$ cat src/rtl/shift_pkg.sv
// Shared constants and state encoding for the iterative right shifter.
package shift_pkg;

  localparam int unsigned SHIFT_WIDTH = 32;
  localparam int unsigned SHIFT_AMT_W = 5;

  typedef enum logic [1:0] {IDLE, SHIFT, DONE} shift_state_t;

endpackage

$ cat src/rtl/shift_right_step.sv
// One power-of-two stage of a right shifter: shifts by 2^i_stage, filling
// vacated upper bits with i_fill, or passes data through when disabled.
module shift_right_step
  import shift_pkg::*;
#(
  parameter  int unsigned WIDTH = SHIFT_WIDTH,
  localparam int unsigned AMT_W = $clog2(WIDTH)
) (
  input  logic [WIDTH-1:0] i_data,
  input  logic [AMT_W-1:0] i_stage,
  input  logic             i_fill,
  input  logic             i_enable,
  output logic [WIDTH-1:0] o_data_c
);

  logic [AMT_W-1:0] w_dist;
  logic [WIDTH-1:0] w_fill_mask;

  // 2^stage never exceeds WIDTH/2, so it fits in AMT_W bits.
  assign w_dist      = AMT_W'(1) << i_stage;
  assign w_fill_mask = ~({WIDTH{1'b1}} >> w_dist);

  assign o_data_c = i_enable ? ((i_data >> w_dist) | (i_fill ? w_fill_mask : '0))
                             : i_data;

endmodule

$ cat src/rtl/seq_shift_right.sv
// Iterative logical/arithmetic right shifter, one power-of-two stage per clock.
// Define SEQ_SHIFT_SKIP_EN to visit only the set bits of the shift amount.
module seq_shift_right
  import shift_pkg::*;
#(
  parameter  int unsigned WIDTH = SHIFT_WIDTH,
  localparam int unsigned AMT_W = $clog2(WIDTH)
) (
  input  logic             clk,
  input  logic             reset,
  input  logic             in_valid,
  output logic             in_ready,
  input  logic [WIDTH-1:0] in_data,
  input  logic [AMT_W-1:0] in_amount,
  input  logic             in_arith,
  output logic             out_valid,
  input  logic             out_ready,
  output logic [WIDTH-1:0] out_data
);

  shift_state_t     r_state;
  shift_state_t     w_state_nxt;
  logic [WIDTH-1:0] r_data;
  logic [WIDTH-1:0] r_out;
  logic [AMT_W-1:0] r_amt;
  logic             r_fill;
  logic             w_accept;
  logic             w_last;
  logic             w_step_en;
  logic [AMT_W-1:0] w_step_idx;
  logic [WIDTH-1:0] w_step;

  assign w_accept = in_valid && in_ready;
  assign out_data = r_out;

`ifdef SEQ_SHIFT_SKIP_EN
  // Stage selection: lowest remaining set bit of the amount.
  always_comb begin
    w_step_idx = '0;
    for (int i = int'(AMT_W) - 1; i >= 0; i--) begin
      if (r_amt[i]) w_step_idx = AMT_W'(i);
    end
  end

  assign w_step_en = (r_amt != '0);
  assign w_last    = ((r_amt & (r_amt - AMT_W'(1))) == '0);
`else
  logic [AMT_W-1:0] r_stage;

  assign w_step_idx = r_stage;
  assign w_step_en  = r_amt[r_stage];
  assign w_last     = (r_stage == AMT_W'(AMT_W - 1));
`endif

  shift_right_step #(
    .WIDTH (WIDTH)
  ) u_step (
    .i_data   (r_data),
    .i_stage  (w_step_idx),
    .i_fill   (r_fill),
    .i_enable (w_step_en),
    .o_data_c (w_step)
  );

  // State register.
  always_ff @(posedge clk or posedge reset) begin
    if (reset) r_state <= IDLE;
    else       r_state <= w_state_nxt;
  end

  // Next-state logic.
  always_comb begin
    w_state_nxt = r_state;
    case (r_state)
      IDLE: begin
        if (in_valid) begin
`ifdef SEQ_SHIFT_SKIP_EN
          w_state_nxt = (in_amount == '0) ? DONE : SHIFT;
`else
          w_state_nxt = SHIFT;
`endif
        end
      end
      SHIFT:   if (w_last) w_state_nxt = DONE;
      DONE:    if (out_ready) w_state_nxt = IDLE;
      default: w_state_nxt = IDLE;
    endcase
  end

  // Handshake outputs decoded from state.
  always_comb begin
    in_ready  = (r_state == IDLE);
    out_valid = (r_state == DONE);
  end

  // Datapath: capture operands at accept, step in SHIFT, latch result on exit.
  always_ff @(posedge clk or posedge reset) begin
    if (reset) begin
      r_data  <= '0;
      r_out   <= '0;
      r_amt   <= '0;
      r_fill  <= 1'b0;
`ifndef SEQ_SHIFT_SKIP_EN
      r_stage <= '0;
`endif
    end else begin
      case (r_state)
        IDLE: begin
          if (w_accept) begin
            r_data <= in_data;
            r_amt  <= in_amount;
            r_fill <= in_arith & in_data[WIDTH-1];
`ifdef SEQ_SHIFT_SKIP_EN
            if (in_amount == '0) r_out <= in_data;
`else
            r_stage <= '0;
`endif
          end
        end
        SHIFT: begin
          r_data <= w_step;
`ifdef SEQ_SHIFT_SKIP_EN
          r_amt <= r_amt & (r_amt - AMT_W'(1));
`else
          r_stage <= r_stage + AMT_W'(1);
`endif
          if (w_last) r_out <= w_step;
        end
        default: ;
      endcase
    end
  end

endmodule

$ cat config.mk
export PLATFORM = sky130hd
export DESIGN_NAME = seq_shift_right
export DESIGN_NICKNAME = d
export VERILOG_FILES = /design/src/rtl/shift_pkg.sv /design/src/rtl/shift_right_step.sv /design/src/rtl/seq_shift_right.sv
export SDC_FILE = /design/constraint.sdc
export NUM_CORES = 1
export LEC_CHECK = 0
export BUFFER_PORTS_ARGS = -buffer_cell sky130_fd_sc_hd__buf_4
export CAP_MARGIN = 20
export CORE_UTILIZATION = 50
export CTS_CLUSTER_SIZE = 10
export DETAILED_ROUTE_END_ITERATION = 12
export PLACE_DENSITY_LB_ADDON = 0.05
export SETUP_SLACK_MARGIN = 0.1
export SYNTH_ARGS = -nofsm -noshare
export SYNTH_HDL_FRONTEND = slang
export SYNTH_SLANG_ARGS = --single-unit
$ cat constraint.sdc
create_clock -name clk -period 3.6 [get_ports clk]
set_input_delay 0.18 -clock clk [delete_from_list [all_inputs] [get_ports clk]]
set_output_delay 0.18 -clock clk [all_outputs]
set_load 0.02 [all_outputs]
== Yosys cells after proc, flatten, opt, wreduce, memory -nomap -nowiden ==
Cells that the tools add are included.
Widths: inputs -> output; s select.

* Input bits: 42
* Register bits after elaboration: 77
* Logic and storage cells: 40
* Output and inout bits: 34

* Add/subtract/negate cells: 1
* Order comparisons: 1
* Multiplexer cells: 12
* Eq/ne operators: 7
* Shift-type cells: 3
* Reduce and logical (&&, ||, !) cells: 7
* Bitwise gates (word level): 3

{| class="wikitable"
|+ Operator list
! cell !! count
|-
| $mux 32 || 3
|-
| $pmux 32 s2 || 1
|-
| $not 32->32 || 1
|-
| $or 32x32->32 || 1
|-
| $shr 32x5->32 || 1
|-
| $shr 32x5->32 const A || 1
|-
| $pmux 5 s2 || 1
|-
| $mux 2 || 3
|-
| $pmux 2 s3 || 1
|-
| $reduce_and 2->1 || 3
|-
| $add 5x1->5 const B || 1
|-
| $eq 5x3->1 const B || 1
|-
| $lt 5x4->1 const B || 1
|-
| $mux 5 || 1
|-
| $shl 1x5->5 const A || 1
|-
| $ne 2x1->1 const B || 2
|-
| $ne 2x2->1 const B || 2
|-
| $bmux 1 s3 || 1
|-
| $reduce_and 3->1 || 1
|-
| $eq 2x1->1 const B || 1
|-
| $eq 2x2->1 const B || 1
|-
| $logic_not 2->1 || 1
|-
| $reduce_bool 2->1 || 1
|-
| $and 1x1->1 || 1
|-
| 2 further kinds || 2
|}

== Depth between registers and ports, before layout ==
* Depth after elaboration: 7
* Gate-level depth with buffers: 10
* Mapped depth without buffers: 6

== By module ==
Synthesis repeated with hierarchy kept, for this count alone.

* Cells, all modules: 544
* Area, all modules: 5046.1 um^2

{| class="wikitable"
|+ Modules (own cells, without submodules)
! module !! cells an instance !! area each (um^2) !! times used !! sequential area each (um^2)
|-
| seq_shift_right || 264 || 3175.5 || 1 || 1926.8
|-
| shift_right_step || 280 || 1870.5 || 1 || 0.0
|}

== Least setup slack after synthesis ==
OpenSTA, ideal clock, no wires.

* Kind: reg-to-reg
* From: register r_stage[0]
* To: register r_out[8], in the netlist out_data[8]
* Stages on the path, launching flop included: 11
* Data required time: 3.484 ns
* Library setup time: 0.116 ns
* Arrival: 1.984 ns
* Path slack: 1.500 ns
* Clock period less this slack: 2.100 ns
* Path buffers: 5
* Cells stage by stage: dfrtp_1 buf_2 buf_4 inv_1 clkbuf_1 ha_1 and3_1 clkbuf_1 clkbuf_1 nand3_1 o311ai_0

* Cells in the longest elaborated chain, start to end: 6
* Elaborated cells on any way between the ends: 11
* Those cells by class: eq/ne (1); shift (3); mux (4); bitwise (2); reduce/logical (1)

{| class="wikitable"
|+ RTL lines
! what !! line !! source
|-
| start, declared || seq_shift_right.sv:48 || <nowiki>logic [AMT_W-1:0] r_stage;</nowiki>
|-
| start signal, assigned || seq_shift_right.sv:125 || <nowiki>r_stage <= r_stage + AMT_W'(1);</nowiki>
|-
| $shl 1x5->5 || shift_right_step.sv:20 || <nowiki>assign w_dist = AMT_W'(1) << i_stage;</nowiki>
|-
| $shr 32x5->32 || shift_right_step.sv:21 || <nowiki>assign w_fill_mask = ~({WIDTH{1'b1}} >> w_dist);</nowiki>
|-
| $not 32->32 || shift_right_step.sv:21 ||
|-
| $mux 32 || shift_right_step.sv:23 || <nowiki>assign o_data_c = i_enable ? ((i_data >> w_dist) | (i_fill ? w_fill_mask : '0))</nowiki>
|-
| $or 32x32->32 || shift_right_step.sv:23 ||
|-
| $mux 32 || shift_right_step.sv:23 ||
|-
| end signal, assigned || seq_shift_right.sv:127 || <nowiki>if (w_last) r_out <= w_step;</nowiki>
|-
| end, declared || seq_shift_right.sv:24 || <nowiki>logic [WIDTH-1:0] r_out;</nowiki>
|}

Parallel ways exist; a longest one is shown, timed or not. The select of a mux whose other input is x is not followed.
A chain may end at the register's enable or synchronous reset.

== Final worst setup path ==
* From: register r_stage[2]
* To: register r_out[30], in the netlist out_data[30]

The elaborated chain is that of the path after synthesis.

==> reports/qor.csv <==
stage,metric,value,unit
timing,tightest_slew,904.8,ps
clocking,cts_sinks,77,
placement,gp_congestion,1.010,
placement,portBuffers,75,
clocking,max-clock-path-buffers,2,
logic_synthesis,yosysWarnings,0,
timing,worst_hold_slack,-1.708,ps
pwr,power.leakage,0.002648,uW
clocking,clk_latency,380,ps
worst_setup_path,start_kind,flop,
logic_synthesis,synth-edff-count,0,
floorplanning,coreArea,0.009910,mm^2
clocking,cts-buffers-inserted,9,
floorplanning,die_y,103.7,um
layout,nFillCells,901,
detailed_routing,drcViolationCount,0,
detailed_routing,wl_per_cell,24.02,um
detailed_routing,via_per_inst,6.723,
layout,final_cell_mix,"buf_4, nand2_1, dfrtp_1",
clocking,htreeDepth,3,
logic_synthesis,ys_ff_latch,77,
detailed_routing,first_pass_iters,6,
outcome,status,finished with violations,
global_route,overflow,0,
placement,dpl.cell_count,785,
pwr,powerDensity,1171,mW/mm^2
pwr,ir_drop,728.2,uV
clocking,cts-root-buf,clkbuf_8,
timing,finalSetupTns,0,ps
clocking,cts_setup_buffers,0,
layout,utilization,61.30,%
clocking,clkTransAtPathRegs,80,ps
clocking,cts_resized,0,
layout,synthToLayoutAreaGrowth,17.47,%
run,cap_violations,0,
logic_synthesis,synth_cell_type_count,69,
detailed_routing,drt_iter0_markers,607,
floorplanning,die_w,103.7,um
logic_synthesis,synthesis.instances,610,
floorplanning,start_util,52.18,%
worst_setup_path,cp_max_fo,22,
worst_setup_path,required,3880,ps
layout,seq_area,0.001927,mm^2
layout,final_cells,805,
floorplanning,rows,36,
global_route,grt_max_degree,41,
timing,skew,12.12,ps
detailed_routing,drt-total-wl,19340,um
worst_hold_path,min_path_type,in -> reg,
logic_synthesis,synth_seq_area_share,37.26,%
worst_setup_path,r2r_start,r_stage[2]$_DFFE_PP0P_,
worst_setup_path,arrival,3150,ps
layout,layout_commonest_cell,buf_4,
layout,multi_input_area,0.002943,mm^2
timing,fmax,348.9,MHz
worst_setup_path,rr_endpoint,out_data[30]$_DFFE_PP0P_,
detailed_routing,drtAntennaViolNets,0,
timing,hold_viol_final,3,
floorplanning,boundaryPins,76,
layout,drive_gt1_share,22.62,%
global_route,grt_antenna_before_repair,0,
timing,setup_viol,0,
layout,n_antenna_cell,0,
worst_setup_path,rrSetupSlack,730,ps
logic_synthesis,async_reset_ff_share,100.0,%
timing,slew_headroom,39.68,%
logic_synthesis,avgSynthCellArea,8.477,um^2
floorplanning,die_area,0.01075,mm^2
layout,nets,711,
logic_synthesis,synth_fp_nets,654,
logic_synthesis,syn_area,0.005171,mm^2
timing,period_share,79.62,%
worst_setup_path,crit_start,r_stage[2]$_DFFE_PP0P_,
logic_synthesis,synthFlopType,dfrtp_1,
worst_setup_path,r2r_cells,5,
global_route,grt_util_all_layers,36.54,%
detailed_routing,vias,5412,
timing,rsz0062_at_grt,no,
outcome,violations,negative hold slack,
global_route,grt_first_pass_wirelength,30390,um
worst_setup_path,critPathCapture,out_data[30]$_DFFE_PP0P_,
placement,hpwl,13220,um
clocking,tritoncts,built,
timing,finalCriticalPeriod,2866,ps
global_route,grt_pass1_vias,5319,
worst_setup_path,end_kind,flop,
timing,slew_violations,0,
worst_setup_path,criticalPathCategory,reg -> reg,
## Yosys cell counts, types with 3 or more instances
cell,count,area (um^2)
nand2_1,87,326.6
dfrtp_1,77,1927
o21ai_0,61,305.3
nor2_1,41,153.9
clkbuf_1,32,120.1
a21oi_1,29,145.1
nand3_1,26,130.1
buf_2,16,80.08
a22oi_1,15,112.6
and3_1,14,87.58
mux2_2,13,146.4
nor3_1,12,60.06
a31oi_1,11,68.82
mux2i_1,11,110.1
o211ai_1,10,75.07
o22ai_1,10,62.56
o31ai_1,10,75.07
a32oi_1,9,78.83
inv_1,9,33.78
nand2b_1,7,43.79
mux4_2,6,135.1
nor2b_1,6,37.54
a211oi_1,5,37.54
a21o_1,5,37.54
buf_1,5,18.77
a221o_1,4,40.04
a221oi_1,4,35.03
buf_6,4,45.04
nand4_1,4,25.02
a22o_1,3,26.28
a32o_1,3,30.03
nand3b_1,3,22.52
nor3b_1,3,22.52
o221ai_1,3,26.28
o2bb2ai_1,3,26.28
o311ai_0,3,26.28
or2_2,3,18.77
## stage by stage
| stage | power, uW | hold WS (ps) | area, um^2 | setup slack [ps] |
|---|---|---|---|---|
| finish | 7116 | -1.708 | 6075 | 733.5 |
| CTS | 6979 | 2.016 | 6075 | 790.7 |
| floorplan | 4749 | 285.4 | 5171 | 1453 |
| global route | 7496 | 7.704 | 6075 | 558.3 |
| global placement | 6231 | 293.2 | 5833 | 855.1 |
| detailed placement | 6275 | 315.0 | 5833 | 804.7 |
## worst max-delay path, cell delays in order (launching register included)
cell,delay [ps]
dfrtp_1,750
nor3b_1,670
and3_1,840
buf_4,230
nand2_1,60
o21ai_0,220
## final cells by class
| cell class | instances | share of cell area, % |
|---|---|---|
| clock buffers | 11 | 2.328 |
| clock inverters | 5 | 0.9887 |
| inverters | 10 | 0.6385 |
| multi-input cells | 464 | 48.44 |
| flip-flops and latches | 77 | 31.72 |
| well taps | 133 | 2.739 |
| repair buffers | 105 | 13.14 |
## flip-flops by register name (all words and copies together) (netlist names)
name      flops
out_data     32
r_data       32
r_amt         5
r_stage       5
r_state       2
r_fill        1
## how the worst min path moves through the flow
stage	to	cells past startpoint	start
floorplan	r_amt[0]$_DFFE_PP0P_	2	in_amount[0]
detailed placement	out_data[11]$_DFFE_PP0P_	2	reset
CTS	r_amt[1]$_DFFE_PP0P_	3	in_amount[1]
global route	r_amt[1]$_DFFE_PP0P_	3	in_amount[1]
global placement	out_data[11]$_DFFE_PP0P_	2	reset
finish	r_amt[0]$_DFFE_PP0P_	3	in_amount[0]
## cell families after synthesis
group / synth area share, %
buffers and inverters: 6.121
adders and majority gates: 0.4838
DFF: 37.26
and+or+nand+nor: 20.42
xor gates and xnor gates: 0.1694
AOI/OAI and AO/OA: 27.97
muxes: 7.573
## timing repair
item	4_1_cts	5_1_grt
hold buffers	4	0
setup endpoints to repair	0	0
endpoints found under the hold margin	42	0
## report_power, final
part           internal (uW)  switching (uW)  leakage [uW]
sequential              1280             676      0.000948
combinational           1720            2740       0.00160
clock                    341             362     0.0000995
## routing by layer
metal	part of all wire, %	vias to the layer above	global-route usage [%]	wire length, um
met5	0	-	0	0
met4	3.1	0	15.41	605
met3	9.9	54	7.111	1912
met2	46	351	56.71	8875
met1	41	2614	49.94	7944
li1	-	2393	-	-
Note: power is estimated with default switching activity, not from simulation.
